File: src/rtl/seg_scan_decoder.sv
// rtl/seg_scan_decoder.sv - decodes a multiplexed 7-segment clock display into BCD time
// Samples each settled digit strobe, assembles frames and publishes only after repeated agreement.
module seg_scan_decoder #(
    parameter int SETTLE_CYC = 4,
    parameter int STABLE_N   = 2
) (
    input  logic        clk,
    input  logic        rst_n,
    input  logic [6:0]  seg_in,
    input  logic [5:0]  dig_en,
    output logic [23:0] time_bcd,
    output logic        frame_valid,
    output logic        code_err,
    output logic        locked
);
    localparam logic [3:0] SETTLE_V = 4'(SETTLE_CYC);
    localparam logic [2:0] STABLE_V = 3'(STABLE_N);

    function automatic logic [4:0] decode_seg(input logic [6:0] s);
        logic [4:0] r;
        case (s)
            7'b1011111: r = {1'b1, 4'd0};
            7'b0000011: r = {1'b1, 4'd1};
            7'b1110110: r = {1'b1, 4'd2};
            7'b1110011: r = {1'b1, 4'd3};
            7'b0101011: r = {1'b1, 4'd4};
            7'b1111001: r = {1'b1, 4'd5};
            7'b1111101: r = {1'b1, 4'd6};
            7'b1000011: r = {1'b1, 4'd7};
            7'b1111111: r = {1'b1, 4'd8};
            7'b1101011: r = {1'b1, 4'd9};
            default:    r = 5'd0;
        endcase
        return r;
    endfunction

    logic [5:0]  dig_q, dig_d;
    logic [3:0]  cnt_q, cnt_d;
    logic [23:0] shadow_q, shadow_d;
    logic [23:0] prev_q, prev_d;
    logic [5:0]  seen_q, seen_d;
    logic [2:0]  match_q, match_d;
    logic [23:0] time_q, time_d;
    logic        fv_q, fv_d;
    logic        err_q, err_d;
    logic        locked_q, locked_d;

    logic        strobe_stable;
    logic        strobe_onehot;
    logic        sample;
    logic [4:0]  dec;
    logic        frame_bad;
    logic        same_frame;

    always_comb begin
        dig_d         = dig_en;
        cnt_d         = cnt_q;
        shadow_d      = shadow_q;
        prev_d        = prev_q;
        seen_d        = seen_q;
        match_d       = match_q;
        time_d        = time_q;
        fv_d          = 1'b0;
        err_d         = 1'b0;
        locked_d      = locked_q;

        strobe_stable = (dig_en == dig_q);
        strobe_onehot = (dig_en != 6'd0) && ((dig_en & (dig_en - 6'd1)) == 6'd0);
        dec           = decode_seg(seg_in);
        same_frame    = (shadow_q == prev_q);
        frame_bad     = (shadow_q[23:20] > 4'd2)
                     || ((shadow_q[23:20] == 4'd2) && (shadow_q[19:16] > 4'd3))
                     || (shadow_q[15:12] > 4'd5)
                     || (shadow_q[7:4] > 4'd5);

        if (!strobe_stable) begin
            cnt_d = 4'd0;
        end else if (cnt_q != SETTLE_V) begin
            cnt_d = cnt_q + 4'd1;
        end

        // The sample fires on the edge that carries the counter into saturation,
        // so each unchanged strobe window yields at most one sample.
        sample = strobe_stable && strobe_onehot && (cnt_q == SETTLE_V - 4'd1);

        if (sample) begin
            if (dec[4]) begin
                for (int k = 0; k < 6; k++) begin
                    if (dig_en[k]) begin
                        shadow_d[4*k +: 4] = dec[3:0];
                    end
                end
                seen_d = seen_q | dig_en;
            end else begin
                err_d    = 1'b1;
                shadow_d = 24'd0;
                seen_d   = 6'd0;
                match_d  = 3'd0;
            end
        end else if (seen_q == 6'h3f) begin
            seen_d = 6'd0;
            if (frame_bad) begin
                err_d    = 1'b1;
                shadow_d = 24'd0;
                match_d  = 3'd0;
            end else begin
                if ((STABLE_N == 1) || same_frame) begin
                    match_d = (match_q == STABLE_V) ? STABLE_V : match_q + 3'd1;
                end else begin
                    match_d = 3'd1;
                end
                prev_d = shadow_q;
                // A saturated count only republishes when the content actually changed.
                if ((match_d == STABLE_V) && ((match_q != STABLE_V) || !same_frame)) begin
                    time_d   = shadow_q;
                    fv_d     = 1'b1;
                    locked_d = 1'b1;
                end
            end
        end
    end

    always_ff @(posedge clk or negedge rst_n) begin
        if (!rst_n) begin
            dig_q    <= 6'd0;
            cnt_q    <= 4'd0;
            shadow_q <= 24'd0;
            prev_q   <= 24'd0;
            seen_q   <= 6'd0;
            match_q  <= 3'd0;
            time_q   <= 24'd0;
            fv_q     <= 1'b0;
            err_q    <= 1'b0;
            locked_q <= 1'b0;
        end else begin
            dig_q    <= dig_d;
            cnt_q    <= cnt_d;
            shadow_q <= shadow_d;
            prev_q   <= prev_d;
            seen_q   <= seen_d;
            match_q  <= match_d;
            time_q   <= time_d;
            fv_q     <= fv_d;
            err_q    <= err_d;
            locked_q <= locked_d;
        end
    end

    assign time_bcd    = time_q;
    assign frame_valid = fv_q;
    assign code_err    = err_q;
    assign locked      = locked_q;

endmodule

File: config.mk
export PLATFORM = sky130hd
export DESIGN_NAME = seg_scan_decoder
export DESIGN_NICKNAME = d
export VERILOG_FILES = /design/src/rtl/seg_scan_decoder.sv
export SDC_FILE = /design/constraint.sdc
export NUM_CORES = 1
export LEC_CHECK = 0
export CAP_MARGIN = 30
export CORE_AREA = 5 5 95 97
export DETAILED_ROUTE_END_ITERATION = 7
export DIE_AREA = 0 0 100 102
export DONT_BUFFER_PORTS = 1
export HOLD_SLACK_MARGIN = 0.03
export PLACE_DENSITY = 0.71
export SYNTH_ARGS = -nofsm -noshare
export SYNTH_HDL_FRONTEND = slang
export SYNTH_SLANG_ARGS = --single-unit
File: constraint.sdc
create_clock -name clk -period 2.36 [get_ports clk]
set_input_delay 0.472 -clock clk [delete_from_list [all_inputs] [get_ports clk]]
set_output_delay 0.472 -clock clk [all_outputs]
set_load 0.01 [all_outputs]
# Yosys cells after proc, flatten, opt, wreduce, memory -nomap -nowiden
# Index checks and enable logic that the tools add are counted.
# totals
register_bits,94
inputBits,15
out_inout_bits,27
word_cells,109
# classes
order_cmp,4
eq_ne,27
n_mux,33
bitwise_logic,4
add_sub_neg,3
n_reduce_logical,23
# ops
operator,count
24-bit two-way mux,4
"7-bit equality test, second input constant",8
5-bit one-hot mux with 10 select lines,1
4-bit two-way mux,8
3-bit two-way mux,9
24-bit equality test,1
3-bit AND reduction,7
6-bit two-way mux,3
"3-bit != test, second input constant",6
"4-bit by 2-bit equality test with 1-bit output, second input constant",2
"4-bit by 2-bit greater-than comparator with 1-bit output, second input constant",2
"4-bit by 3-bit greater-than comparator with 1-bit output, second input constant",2
1-bit two-way mux,8
"7-bit by 2-bit equality test with 1-bit output, second input constant",1
"7-bit by 6-bit equality test with 1-bit output, second input constant",1
6-bit bitwise AND,1
"3-bit by 2-bit equality test with 1-bit output, second input constant",2
6-bit equality test,1
"6-bit equality test, second input constant",1
6-bit logical NOT,1
6-bit bitwise OR,1
6-bit nonzero test,1
"6-bit by 1-bit subtractor with 6-bit output, second input constant",1
1-bit logical AND,5
other kinds (12),17

# Logic depth before layout (Yosys ltp)
# depth
depth_word,14
depth_mapped,8

# Least setup slack after synthesis
# Ideal clock, no wire load.
# synth_timing
path_kind,input port to flip-flop
startpoint,in dig_en[4]
endpoint,"reg time_q[0], in the netlist time_bcd[0]"
t_arrival_ns,2.557
stages,8
setup_slack_ns,-0.325
cell_sequence,buf_2 xor2_1 a211o_1 a21oi_4 o311ai_4 nor4_4 buf_4 mux2_1
# synth_via
elab_chain_len,8
# synth_lines
item,line_no,text
"start, declared",10,"input logic [5:0] dig_en,"
6-bit by 1-bit subtractor with 6-bit output,68,strobe_onehot = (dig_en != 6'd0) && ((dig_en & (dig_en - 6'd1)) == 6'd0);
6-bit bitwise AND,68,
6-bit logical NOT,68,
1-bit logical AND,68,
1-bit logical AND * (2 in series),84,sample = strobe_stable && strobe_onehot && (cnt_q == SETTLE_V - 4'd1);
1-bit inverter (no line) *,n/a,
4-bit AND reduction (no line) *,n/a,
"end signal, assigned",142,time_q <= time_d;
"end, declared",43,"logic [23:0] time_q, time_d;"
# Mark *: on every way between the ends. The rest lies on a longest branch, timed or not.
# A chain may end at the register's enable or synchronous reset.

# Worst setup path in the final report
# layout_timing
startpoint,reg shadow_q[14]
endpoint,"reg time_q[17], in the netlist time_bcd[17]"
# layout_via
elab_chain_len,8
# layout_lines
item,line_no,text
"start, declared",39,"logic [23:0] shadow_q, shadow_d;"
"start signal, assigned",138,shadow_q <= shadow_d;
24-bit equality test,70,same_frame = (shadow_q == prev_q);
3-bit two-way mux,107,if ((STABLE_N == 1) || same_frame) begin
3-bit two-way mux,102,if (frame_bad) begin
3-bit two-way mux,100,end else if (seen_q == 6'h3f) begin
3-bit two-way mux,86,if (sample) begin
3-bit by 2-bit equality test with 1-bit output,114,if ((match_d == STABLE_V) && ((match_q != STABLE_V) || !same_frame)) begin
1-bit logical AND,114,
4-bit AND reduction (no line) *,n/a,
# Mark *: on every way between the ends. The rest lies on a longest branch, timed or not. The select of a mux whose other input is x is not followed.

==> results.md <==
* WL/cell at between 15 and 20 microns
* Root Buffer Master: clkbuf_8
* Fill count at ~600
* Die Width at about 100 microns
* Initial core utilization at 0.533
* Post-layout net count at 425
* Synth Area per Inst at 12.2 sq um
* CP Capture Type: register
* Total wire length at a little over 10,000 microns
* Synth Cell Area at 4290 sq um
* Crit-path max FO at 7
* Sequential area share after synthesis at 0.548
* Final setup fails at 20
* Max stage delay on crit path at 0.42 ns
* Die ar. at ~10,000 sq um
* Peak VDD IR at 0.337 mV
* Initial antenna violation count at 0
* Final setup margin at -0.0931 ns
* Port Buffers at 0
* Via count of the first global-routing pass at 3,144
* Leak at 2.74 nW
* RSZ-0062 raised after global routing: true
* Tot GR Track Use at 0.204
* DRC viols at 0
* Max-slew violations at 0
* Die H at 102 microns
* Synth Warn # at 0
* First-pass GRT wire length at 16,100 microns
* Row count at 33
* CP max stage cell: nor4_2
* Antenna diode count at 0
* Crit path from: shadow_q[14]
* CP arrival at 2.70 ns
* Startpoint Class: register
* Worst R2R Start: shadow_q[14]
* Antenna Nets Post-Route at 0
* Minimum clock period at 2.45 ns
* Net count after synthesis at 370
* Area Overhead vs Synth at 23.8%
* Pre-antenna DRT Iters at 4
* Outcome: complete, but fails checks
* Hold Violations, Final at 94
* Vias per cell at 5.78
* Peak Freq at 0.408 GHz
* Commonest cells after routing, fill and taps aside: dfrtp_1, buf_4, mux2_4, xor2_1, nor2_1
* GPL Wtd Cong at 0.828
* Clk slew on worst S/H paths at approximately 0.1 ns
* I/O pins at 42
* Worst hold margin at -0.209 ns
* Clock Path Buffers at 2
* Initial DRC count at around 170
* Power Density at 514 nW/um^2
* Clock net sink count at 94
* CP top delay family: simple AND/OR/NAND/NOR gates
* Failing checks: hold timing, setup timing
* Post-synth cell types at slightly below 50
* WP data required at between 2 and 3 ns
* Tightest Pin Transition at 0.495 ns
* CP most frequent cell: buf_6
* Hpwl dp at about 6400 microns
* Largest net degree at the start of global routing at 95
* HP Class: input pin to async pin
* Slew HR at 0.668
* Commonest non-fill, non-tap cell in the layout: dfrtp_1
* Flops & latches, synth at 94
* Total power at 2.73 mW
* Final Cycle Share at 1.04
* Worst-Skew Late Latency at 0.36 ns
* Vias at approximately 3,000
* CTS tree: yes
* Maxcap violations at 0
* Cell count after synthesis at roughly 350
* Total gr overflow at 0
* WP buf/inv at 2
* Critical path type: register to register
* CTS buffer count at 9
* H-tree levels at 3
* Cell Chain, Critical Path: xor2_1 -> nor4_2 -> nand4_1 -> or2_4 -> nor4_4 -> buf_6 -> buf_6 -> mux2_2
* Clock skew at 0.0142 ns
* Share of cells above drive strength 1 at 0.329
* Core footprint at between 8000 and 9000 sq um
per-layer routing:
| layer | share of wire | vias to the layer above | track usage |
|---|---|---|---|
| li1 | - | 1366 | - |
| met1 | 0.42 | 1495 | 0.257 |
| met2 | 0.49 | 94 | 0.342 |
| met3 | 0.056 | 23 | 0.0382 |
| met4 | 0.032 | 0 | 0.0964 |
| met5 | 0 | - | 0 |
stage by stage:
step,cell area (sq um),worst slack [ns],TNS [ns],instances,utilization
final,5310,-0.0931,-1.32,515,0.660
after global routing,5310,-0.183,-3.88,515,0.660
after CTS,5100,-0.0803,-1.11,508,0.634
after detailed placement,4820,-0.366,-10.35,488,0.599
after global placement,4820,-0.346,-8.61,487,0.598
after floorplan,4420,-0.153,-4.38,351,-
repair_timing:
item	in CTS	in global routing
buffers inserted	4	4
pin swaps	6	3
gates cloned	1	3
endpoints found under the setup margin	30	59
resized for setup	10	29
endpoints found under the hold margin	94	94
layout make-up:
class                           instances  area, sq um  area share
Inverter                                8         30.0     0.00565
Timing Repair Buffer                   61          574       0.108
Clock buffer                           10          128      0.0240
Sequential cell                        94         2350       0.443
Clock inverter                          5         60.1      0.0113
Multi-Input combinational cell        232         2040       0.383
Tap cell                              105          131      0.0247
power breakdown:
part           leakage, nW  switching (mW)  internal, mW
Sequential            1.28         0.00278          1.61
Clock               0.0927           0.570         0.489
Combinational         1.36          0.0245        0.0310
worst paths after layout:
path                                end  slack (ns)  cells past startpoint
min in group clk               dig_q[5]        0.14                      0
max in group asynchronous   time_bcd[6]        2.43                      0
hold reg to reg               seen_q[3]        0.51                      2
setup / recovery           time_bcd[17]       -0.09                      8
setup reg to reg           time_bcd[17]       -0.09                      8
hold / removal              time_bcd[9]       -0.21                      0
logic make-up after synthesis:
logic type                 share of synthesized area
muxes                                          0.110
AOI/OAI and AO/OA                              0.110
buffers and inverters                         0.0254
and+or+nand+nor                                0.121
xor gates and xnor gates                      0.0735
adders and majority gates                     0.0117
DFF                                            0.548
synthesized netlist by cell type, drive strengths merged:
cell / n / area share
or2: 2 / 0.0029
o211ai: 1 / 0.0018
nand3: 5 / 0.0058
mux2i: 1 / 0.0023
o21ai: 4 / 0.0047
buf: 9 / 0.011
o2bb2ai: 6 / 0.012
clkbuf: 8 / 0.0070
o32ai: 2 / 0.0041
and2: 4 / 0.0058
nor4: 9 / 0.017
o311ai: 1 / 0.0061
a22o: 18 / 0.037
xor2: 32 / 0.065
nand3b: 1 / 0.0018
and4bb: 1 / 0.0029
a211o: 1 / 0.0020
dfrtp: 94 / 0.55
nor2: 26 / 0.023
nor2b: 5 / 0.0073
inv: 8 / 0.0070
o31ai: 2 / 0.0035
nor3: 8 / 0.012
nand4: 6 / 0.0087
a21oi: 13 / 0.019
or4: 2 / 0.0035
xnor2: 4 / 0.0082
and3: 3 / 0.0044
nand4b: 1 / 0.0020
a31oi: 1 / 0.0015
nand2: 7 / 0.0061
a22oi: 1 / 0.0018
o22ai: 7 / 0.013
ha: 4 / 0.012
mux2: 41 / 0.11
o2111ai: 1 / 0.0020
nor4b: 3 / 0.0061
nand2b: 6 / 0.0087
or3: 1 / 0.0015
a211oi: 1 / 0.0018
nand4bb: 1 / 0.0026
state kept, by name (all words and copies together) (netlist names):
signal	flops
code_err	1
match_q	3
frame_valid	1
seen_q	6
cnt_q	4
time_bcd	24
dig_q	6
prev_q	24
locked	1
shadow_q	24
worst reg2reg max path, cell delays in order, from the launching register on:
cell and delay (ns):
dfrtp_1 0.41, xor2_1 0.17, nor4_2 0.42, nand4_1 0.18
or2_4 0.28, nor4_4 0.23, buf_6 0.18, buf_6 0.15
mux2_2 0.33
Note: power is estimated with default switching activity, not from simulation.
